$ cat config.mk
export PLATFORM = sky130hd
export DESIGN_NAME = ad7606_frame_pack
export DESIGN_NICKNAME = d
export VERILOG_FILES = /design/src/rtl/ad7606_pkg.sv /design/src/rtl/ad7606_frame_pack_frame_byte_mux.sv /design/src/rtl/ad7606_frame_pack.sv
export SDC_FILE = /design/constraint.sdc
export NUM_CORES = 1
export LEC_CHECK = 0
export ABC_AREA = 1
export CORE_AREA = 2 2 91 180
export DETAILED_ROUTE_END_ITERATION = 6
export DIE_AREA = 0 0 93 182
export PLACE_DENSITY = 0.79
export SYNTH_ARGS = -nofsm -noshare
export SYNTH_HDL_FRONTEND = slang
export SYNTH_SLANG_ARGS = --single-unit
$ cat constraint.sdc
create_clock -name clk -period 3.9 [get_ports clk]
set_input_delay 0.78 -clock clk [delete_from_list [all_inputs] [get_ports clk]]
set_output_delay 0.78 -clock clk [all_outputs]
set_load 0.05 [all_outputs]
$ cat src/rtl/ad7606_pkg.sv
// ad7606_pkg: shared types, state encoding and frame geometry for the AD7606 frame packer.
package ad7606_pkg;
  typedef logic [7:0][15:0] adc_frame_t;
  typedef enum logic [1:0] {IDLE, SEND, CSUM} state_t;
  localparam logic [7:0] FRAME_HDR0 = 8'hAA;
  localparam logic [7:0] FRAME_HDR1 = 8'h55;
  function automatic int frame_len(input int ch_num, input bit seq_en);
    return 3 + 2 * ch_num + (seq_en ? 1 : 0);
  endfunction
endpackage

$ cat src/rtl/ad7606_frame_pack_frame_byte_mux.sv
// frame_byte_mux: maps a frame index to its header, SEQ or big-endian sample byte.
module frame_byte_mux
  import ad7606_pkg::*;
#(
  parameter logic [7:0] HDR0   = FRAME_HDR0,
  parameter logic [7:0] HDR1   = FRAME_HDR1,
  parameter bit         SEQ_EN = 1'b0
) (
  input  adc_frame_t  snap,
  input  logic [4:0]  idx,
  input  logic [7:0]  seq,
  output logic [7:0]  pbyte
);
  localparam logic [4:0] HDR_N = SEQ_EN ? 5'd3 : 5'd2;
  logic [3:0]  p;
  logic [15:0] s;
  always_comb begin
    p = 4'(idx - HDR_N);
    s = snap[p[3:1]];
    pbyte = idx == 5'd0 ? HDR0 :
            idx == 5'd1 ? HDR1 :
            (SEQ_EN && idx == 5'd2) ? seq :
            p[0] ? s[7:0] : s[15:8];
  end
endmodule

$ cat src/rtl/ad7606_frame_pack.sv
// ad7606_frame_pack: latches ADC snapshots and streams them as checksummed byte frames; FRAME_SEQ_EN adds a sequence byte.
module ad7606_frame_pack
  import ad7606_pkg::*;
#(
  parameter int         CH_NUM = 8,
  parameter logic [7:0] HDR0   = FRAME_HDR0,
  parameter logic [7:0] HDR1   = FRAME_HDR1,
  parameter int         DECIM  = 1
) (
  input  logic        clk,
  input  logic        rst,
  input  logic        adc_done,
  input  adc_frame_t  adc_data,
  output logic [7:0]  tx_data,
  output logic        tx_valid,
  input  logic        tx_ready,
  output logic        frame_busy,
  output logic [7:0]  overrun_cnt
);
`ifdef FRAME_SEQ_EN
  localparam bit SEQ_EN = 1'b1;
`else
  localparam bit SEQ_EN = 1'b0;
`endif
  localparam int LEN = frame_len(CH_NUM, SEQ_EN);
  localparam logic [4:0] LAST = 5'(LEN - 2);
  state_t      state;
  adc_frame_t  snap;
  logic [4:0]  idx;
  logic [7:0]  dcnt, sum, seq, nx_byte;
`ifndef FRAME_SEQ_EN
  assign seq = 8'd0;
`endif
  frame_byte_mux #(.HDR0(HDR0), .HDR1(HDR1), .SEQ_EN(SEQ_EN)) u_mux (
    .snap(snap), .idx(idx + 5'd1), .seq(seq), .pbyte(nx_byte)
  );
  always_ff @(posedge clk) begin
    if (rst) begin
      state <= IDLE;
      snap <= '0;
      idx <= '0;
      dcnt <= '0;
      sum <= '0;
      tx_data <= '0;
      tx_valid <= 1'b0;
      frame_busy <= 1'b0;
      overrun_cnt <= '0;
`ifdef FRAME_SEQ_EN
      seq <= '0;
`endif
    end else begin
      if (adc_done && frame_busy && overrun_cnt != 8'hFF) overrun_cnt <= overrun_cnt + 8'd1;
      case (state)
        IDLE: if (adc_done) begin
          if (dcnt == 8'(DECIM - 1)) begin
            dcnt <= '0;
            snap <= adc_data;
            sum <= '0;
            idx <= '0;
            tx_data <= HDR0;
            tx_valid <= 1'b1;
            frame_busy <= 1'b1;
            state <= SEND;
          end else dcnt <= dcnt + 8'd1;
        end
        SEND: if (tx_ready) begin
          idx <= idx + 5'd1;
          if (idx >= 5'd2) sum <= sum + tx_data;
          if (idx == LAST) begin
            tx_data <= sum + tx_data;
            state <= CSUM;
          end else tx_data <= nx_byte;
        end
        CSUM: if (tx_ready) begin
          idx <= '0;
          tx_valid <= 1'b0;
          frame_busy <= 1'b0;
          state <= IDLE;
`ifdef FRAME_SEQ_EN
          seq <= seq + 8'd1;
`endif
        end
        default: state <= IDLE;
      endcase
    end
  end
endmodule

==> results of run 1 <==
[placed cells by master (no fill, tap or decap), types with 4 or more instances in the layout]
| master | count |
|---|---|
| buf_4 | 11 |
| a21oi_2 | 6 |
| nand2_2 | 5 |
| nand4_1 | 6 |
| xor2_1 | 5 |
| o211ai_1 | 10 |
| nand3_1 | 88 |
| nand2_4 | 4 |
| a21oi_1 | 85 |
| dfxtp_1 | 168 |
| nand2_1 | 191 |
| clkdlybuf4s50_1 | 149 |
| nor2_2 | 4 |
| nor2_4 | 4 |
| ha_1 | 15 |
| inv_1 | 85 |
| o21a_1 | 4 |
| clkbuf_16 | 17 |
| nor2_1 | 216 |
| inv_6 | 4 |
| o21ai_0 | 160 |
[worst min-delay path: cells and delay by family (launching register included)]
kind                   cells  cell delay [ns]
flip-flops                 1             0.31
buffers and inverters      1             0.05
AO/OA/AOI/OAI              1             0.05
[stage by stage]
step	setup slack (ns)	hold WS, ns	std cells	total power [mW]	cell area [um2]
finish	0.737	0.450	1485	6.83	10200
global route	0.503	0.471	1485	7.28	10200
CTS	0.750	0.447	1485	6.82	10200
detailed placement	0.773	0.438	1453	5.08	9640
global placement	0.914	0.431	1453	5.02	9640
floorplan	1.16	0.420	1160	4.32	8080
[layer usage]
metal	up-vias	routed length (um)	track usage
li1	3997	-	-
met1	3701	9620	0.341
met2	316	10800	0.450
met3	58	1390	0.0419
met4	0	930	0.138
met5	-	0	0
[where the power goes]
group          switching [mW]  internal [mW]
Clock                   0.750          0.981
Sequential              0.268           2.18
Combinational            1.73          0.915
Total                    2.75           4.08
[state kept, by name, indices dropped and copies added, names as in the netlist]
name	count
tx_data	8
frame_busy	1
overrun_cnt	8
snap	128
state	2
idx	5
dcnt	8
sum	8
[final cells by class]
type / count / area, um2 / area share
Sequential cell: 168 / 3360 / 0.328
Timing Repair Buffer: 162 / 1610 / 0.158
Clock inverter: 13 / 159 / 0.0155
Clock buffer: 19 / 443 / 0.0433
Tap cell: 201 / 251 / 0.0246
Multi-Input combinational cell: 833 / 4070 / 0.398
Inverter: 89 / 337 / 0.0329
[logic make-up (layout without fill, tap and decap cells)]
group / count (synthesis) / after routing
buf+inv: 159 / 283
xor+xnor: 7 / 7
simple gates: 534 / 534
flops: 168 / 168
compound gates: 275 / 275
fa+ha+maj: 17 / 17
[how the worst max path moves through the flow]
stage                 from          to  cells after the start
detailed placement  idx[1]  tx_data[7]                     13
CTS                 idx[1]  tx_data[7]                     13
global placement    idx[1]  tx_data[7]                     13
finish              idx[1]  tx_data[7]                     13
floorplan           idx[0]  tx_data[2]                     20
global route        idx[1]  tx_data[6]                     15
==> impl_metrics.ini, run 1 <==
[status]
status = completed

[drt]
viasPerCell = 5.44
firstDrtPassIters = 5
first_iter_violations = 588
ant_nets = 0
vias = 8072
wl_per_cell_um = 15.3
wirelength_um = 22700
drc = 0

[synth]
synth.net_count = 1309
ys_ff_latch = 168
ys.flop_type = dfxtp_1
synth_area_um2 = 8080
synth.largest_area_cell = dfxtp_1
synth_top_family_by_area = simple AND/OR/NAND/NOR gates
synth_xor_area_frac = 0.00852
synth_edf_count = 0
synth-simple-area-share = 0.288
synth_cell_types = 46
synth_top_area_frac = 0.416
synthArstFlopShare = 0
synth_common_cells = nor2_1, nand2_1, dfxtp_1, o21ai_0, nand3_1
avgSynthCellArea_um2 = 6.97
synthAdderAreaFrac = 0.0273
synth_compound_area_frac = 0.180
synth_cells = 1160
synth_area_leaders = dfxtp_1, nor2_1, o21ai_0, nand2_1, nand3_1
ys_seq_area_frac = 0.416
synth.area.mux_share = 0
yosysMostFrequentCell = nor2_1
yosys_warnings = 0

[setup_path]
r2r_cells = 13
rr_endpoint = tx_data[7]
cp.required_ns = 4.26
critPathKind = flip-flop to flip-flop
r2r_start = idx[1]
slowest_delay_ns = 0.54
cp_cell_sequence = ha_1 -> xor2_1 -> inv_1 -> ha_1 -> inv_1 -> a21oi_1 -> a22oi_1 -> nand2_1 -> nand3_1 -> nand3_1 -> nand2_1 -> nand3_2 -> a21oi_2
ff2ff_setup_slack_ns = 0.74
crit_arrival_ns = 3.52
cp_slowest_cell = inv_1
cp_max_fo = 20
critical_path.top_delay_family = buffers and inverters
crit_buf_inv = 2
startpoint_type = flip-flop
end_kind = flip-flop

[timing]
tightest_slew_ns = 0.808
period_needed_ns = 3.16
maxSlewViolCount = 0
fin_crit_sh = 0.811
tns_ns = 0
hold_viol_final = 0
fin_worst_skew_ns = 0.0115
slew_headroom = 0.462
fmax_mhz = 316
setup_viol = 0
rsz0062_at_grt = false

[layout]
drive_gt1_frac = 0.0646
syn_to_final_growth_pct = 26.7
final_nets = 1420
antennaDiodeCount = 0
final_util = 0.656
num-fill-cells = 1406

[place]
gp_congestion = 0.925
dp_hpwl_um = 15700
portBuffers = 149

[clock_network]
worstSkewPairLatency_ns = 0.43
cts_hold_buf = 0
clkTransAtPathRegs_ns = 0.07
cts_tree = done
cts_htree_levels = 4
cts_made_buffers = 17
ctsResizeCount = 0
cts_sinks = 168
cts_root_buf = clkbuf_16
clockBufferDepth = 2
postCtsSetupBuffers = 0

[power_and_ir_drop]
powerDensity_nw_per_um2 = 667
leakage_nw = 4.31
peakVddDrop_v = 0.000420

[floorplanning]
floorplan.initialDensity = 0.517
die_h_um = 182
num_rows = 65
dieArea_um2 = 16900
die-width_um = 93
pin_count = 150
core-area_um2 = 15600

[global_routing]
grt_usage = 0.273
grt_max_degree = 91
grt_overflow = 0
grt_pass1_vias = 7924
grt_pass1_wl_um = 37300
antenna_found_initial = 0

[hold_path]
min_path_cells = 2
worstHoldStart = snap[97]
hold_class = flip-flop to flip-flop
whs_endpoint = snap[97]

[job]
drv_cap = 0
Note: power is estimated with default switching activity, not from simulation.
==> run 2: changes to the inputs <==
- CORE_AREA: 2 2 91 180 -> 2 2 95 189
- DIE_AREA: 0 0 93 182 -> 0 0 97 191
- PLACE_DENSITY: 0.79 -> 0.76
- clock period: 3.9 -> 2.7 ns (I/O delays scaled with it)
==> impl_metrics.ini, run 2 (synthesis gave the netlist of run 1 again) <==
[status]
status = completed

[timing]
fin_crit_sh = 0.908
setup_viol = 0
period_needed_ns = 2.45
tns_ns = 0
fin_worst_skew_ns = 0.00874
tightest_slew_ns = 0.653
hold_viol_final = 0
fmax_mhz = 408
maxSlewViolCount = 0
slew_headroom = 0.560
rsz0062_at_grt = false

[setup_path]
timing.critical_path.mode_cell = nand2_1
crit_arrival_ns = 2.77
cp_cell_sequence = ha_1 -> xor2_1 -> inv_1 -> ha_1 -> buf_4 -> nor2_1 -> o21ai_1 -> nand2_1 -> inv_1 -> nand2_1 -> nand3_1 -> nand3_1 -> nand2_1 -> nand2_1 -> nand2_1 -> a21oi_2
startpoint_type = flip-flop
crit_buf_inv = 3
cp_slowest_cell = dfxtp_2
critical_path.top_delay_family = simple AND/OR/NAND/NOR gates
cp_max_fo = 19
cp.required_ns = 3.02
critPathKind = flip-flop to flip-flop
end_kind = flip-flop
slowest_delay_ns = 0.39

[clock_network]
postCtsSetupBuffers = 0
cts_root_buf = clkbuf_16
cts_sinks = 168
cts_hold_buf = 0
worstSkewPairLatency_ns = 0.44
clockBufferDepth = 2
cts_tree = done
cts_htree_levels = 4
cts_made_buffers = 17
clkTransAtPathRegs_ns = 0.07
ctsResizeCount = 0

[drt]
firstDrtPassIters = 5
viasPerCell = 5.43
vias = 8169
first_iter_violations = 541
ant_nets = 0
drc = 0
wl_per_cell_um = 15.5
wirelength_um = 23300

[layout]
final_util = 0.609
final_nets = 1431
regMostFlops = snap
final_common_cell = nor2_1
largest_reg_flops = 128
drive_gt1_frac = 0.0749
num-fill-cells = 1527
stdcell_area_um2 = 10400
antennaDiodeCount = 0
layout_common_cells = nor2_1, nand2_1, dfxtp_1, o21ai_0, clkdlybuf4s50_1
syn_to_final_growth_pct = 29.0
stdcell_count = 1505

[place]
dp_hpwl_um = 16500
portBuffers = 149
dpl.cell_count = 1473
dpl-instance-area_um2 = 9820
gp_congestion = 0.904

[floorplanning]
num_rows = 68
pin_count = 150
core-area_um2 = 17100
floorplan.initialDensity = 0.472
die-width_um = 97
die_h_um = 191
dieArea_um2 = 18500

[hold_path]
hold_class = flip-flop to flip-flop

[global_routing]
gr-max-usage-layer = met2
grtUsageMet1 = 0.299
grtUsageMet3 = 0.0501
antenna_found_initial = 0
grt_usage = 0.248
grt_overflow = 0
grt_pass1_vias = 7796
grt_max_degree = 91
use_met2 = 0.436
grt_pass1_wl_um = 37700

[power_and_ir_drop]
leakage_nw = 4.40
peakVddDrop_v = 0.000650
powerDensity_nw_per_um2 = 966
power_mw = 10.1

[job]
drv_cap = 0
[run 2: cell types whose count changed in the layout (fill, tap and decap cells not counted), sizes merged]
cell      previous run  this run
buf                 13        24
bufinv               2         1
clkbuf              19        17
clkinv               3         4
clkinvlp             2         1
inv                 95        98
[run 2: power breakdown]
group | total (mW) | leakage [nW] | switching, mW | internal [mW]
Sequential | 3.55 | 1.38 | 0.402 | 3.15
Combinational | 4.02 | 2.72 | 2.56 | 1.46
Clock | 2.49 | 0.293 | 1.16 | 1.33
[run 2: stage by stage]
step	setup slack (ns)	hold WS (ns)
after global routing	0.0462	0.468
after global placement	0.120	0.431
after detailed placement	0.0900	0.437
final	0.249	0.442
after floorplan	0.0659	0.420
after CTS	0.0714	0.446
[run 2: worst reg2reg max path: cells and delay by family, from the launching register on]
family | cells | cell delay (ns)
simple gates | 8 | 0.54
fa+ha+maj | 2 | 0.52
buf+inv | 3 | 0.40
flops | 1 | 0.39
compound gates | 2 | 0.25
xor+xnor | 1 | 0.22
[run 2: final cells by class]
type,count,area (um2),area share
clock buffer,17,425,0.0408
tap,210,263,0.0252
clock inverter,15,174,0.0167
sequential,168,3370,0.323
inverter,89,338,0.0324
multi-input combinational,833,4070,0.391
timing repair buffer,173,1780,0.171
[run 2: worst paths after layout]
path              from         end  slack, ns  depth (start not counted)
max             idx[1]  tx_data[2]       0.25                         16
min          snap[101]   snap[101]       0.44                          2
max reg2reg     idx[1]  tx_data[2]       0.25                         16
min reg2reg  snap[101]   snap[101]       0.44                          2
[run 2: metal layers]
metal	up-vias	share of wire
met3	42	0.062
li1	4026	-
met2	327	0.50
met4	0	0.026
met5	-	0
met1	3774	0.41
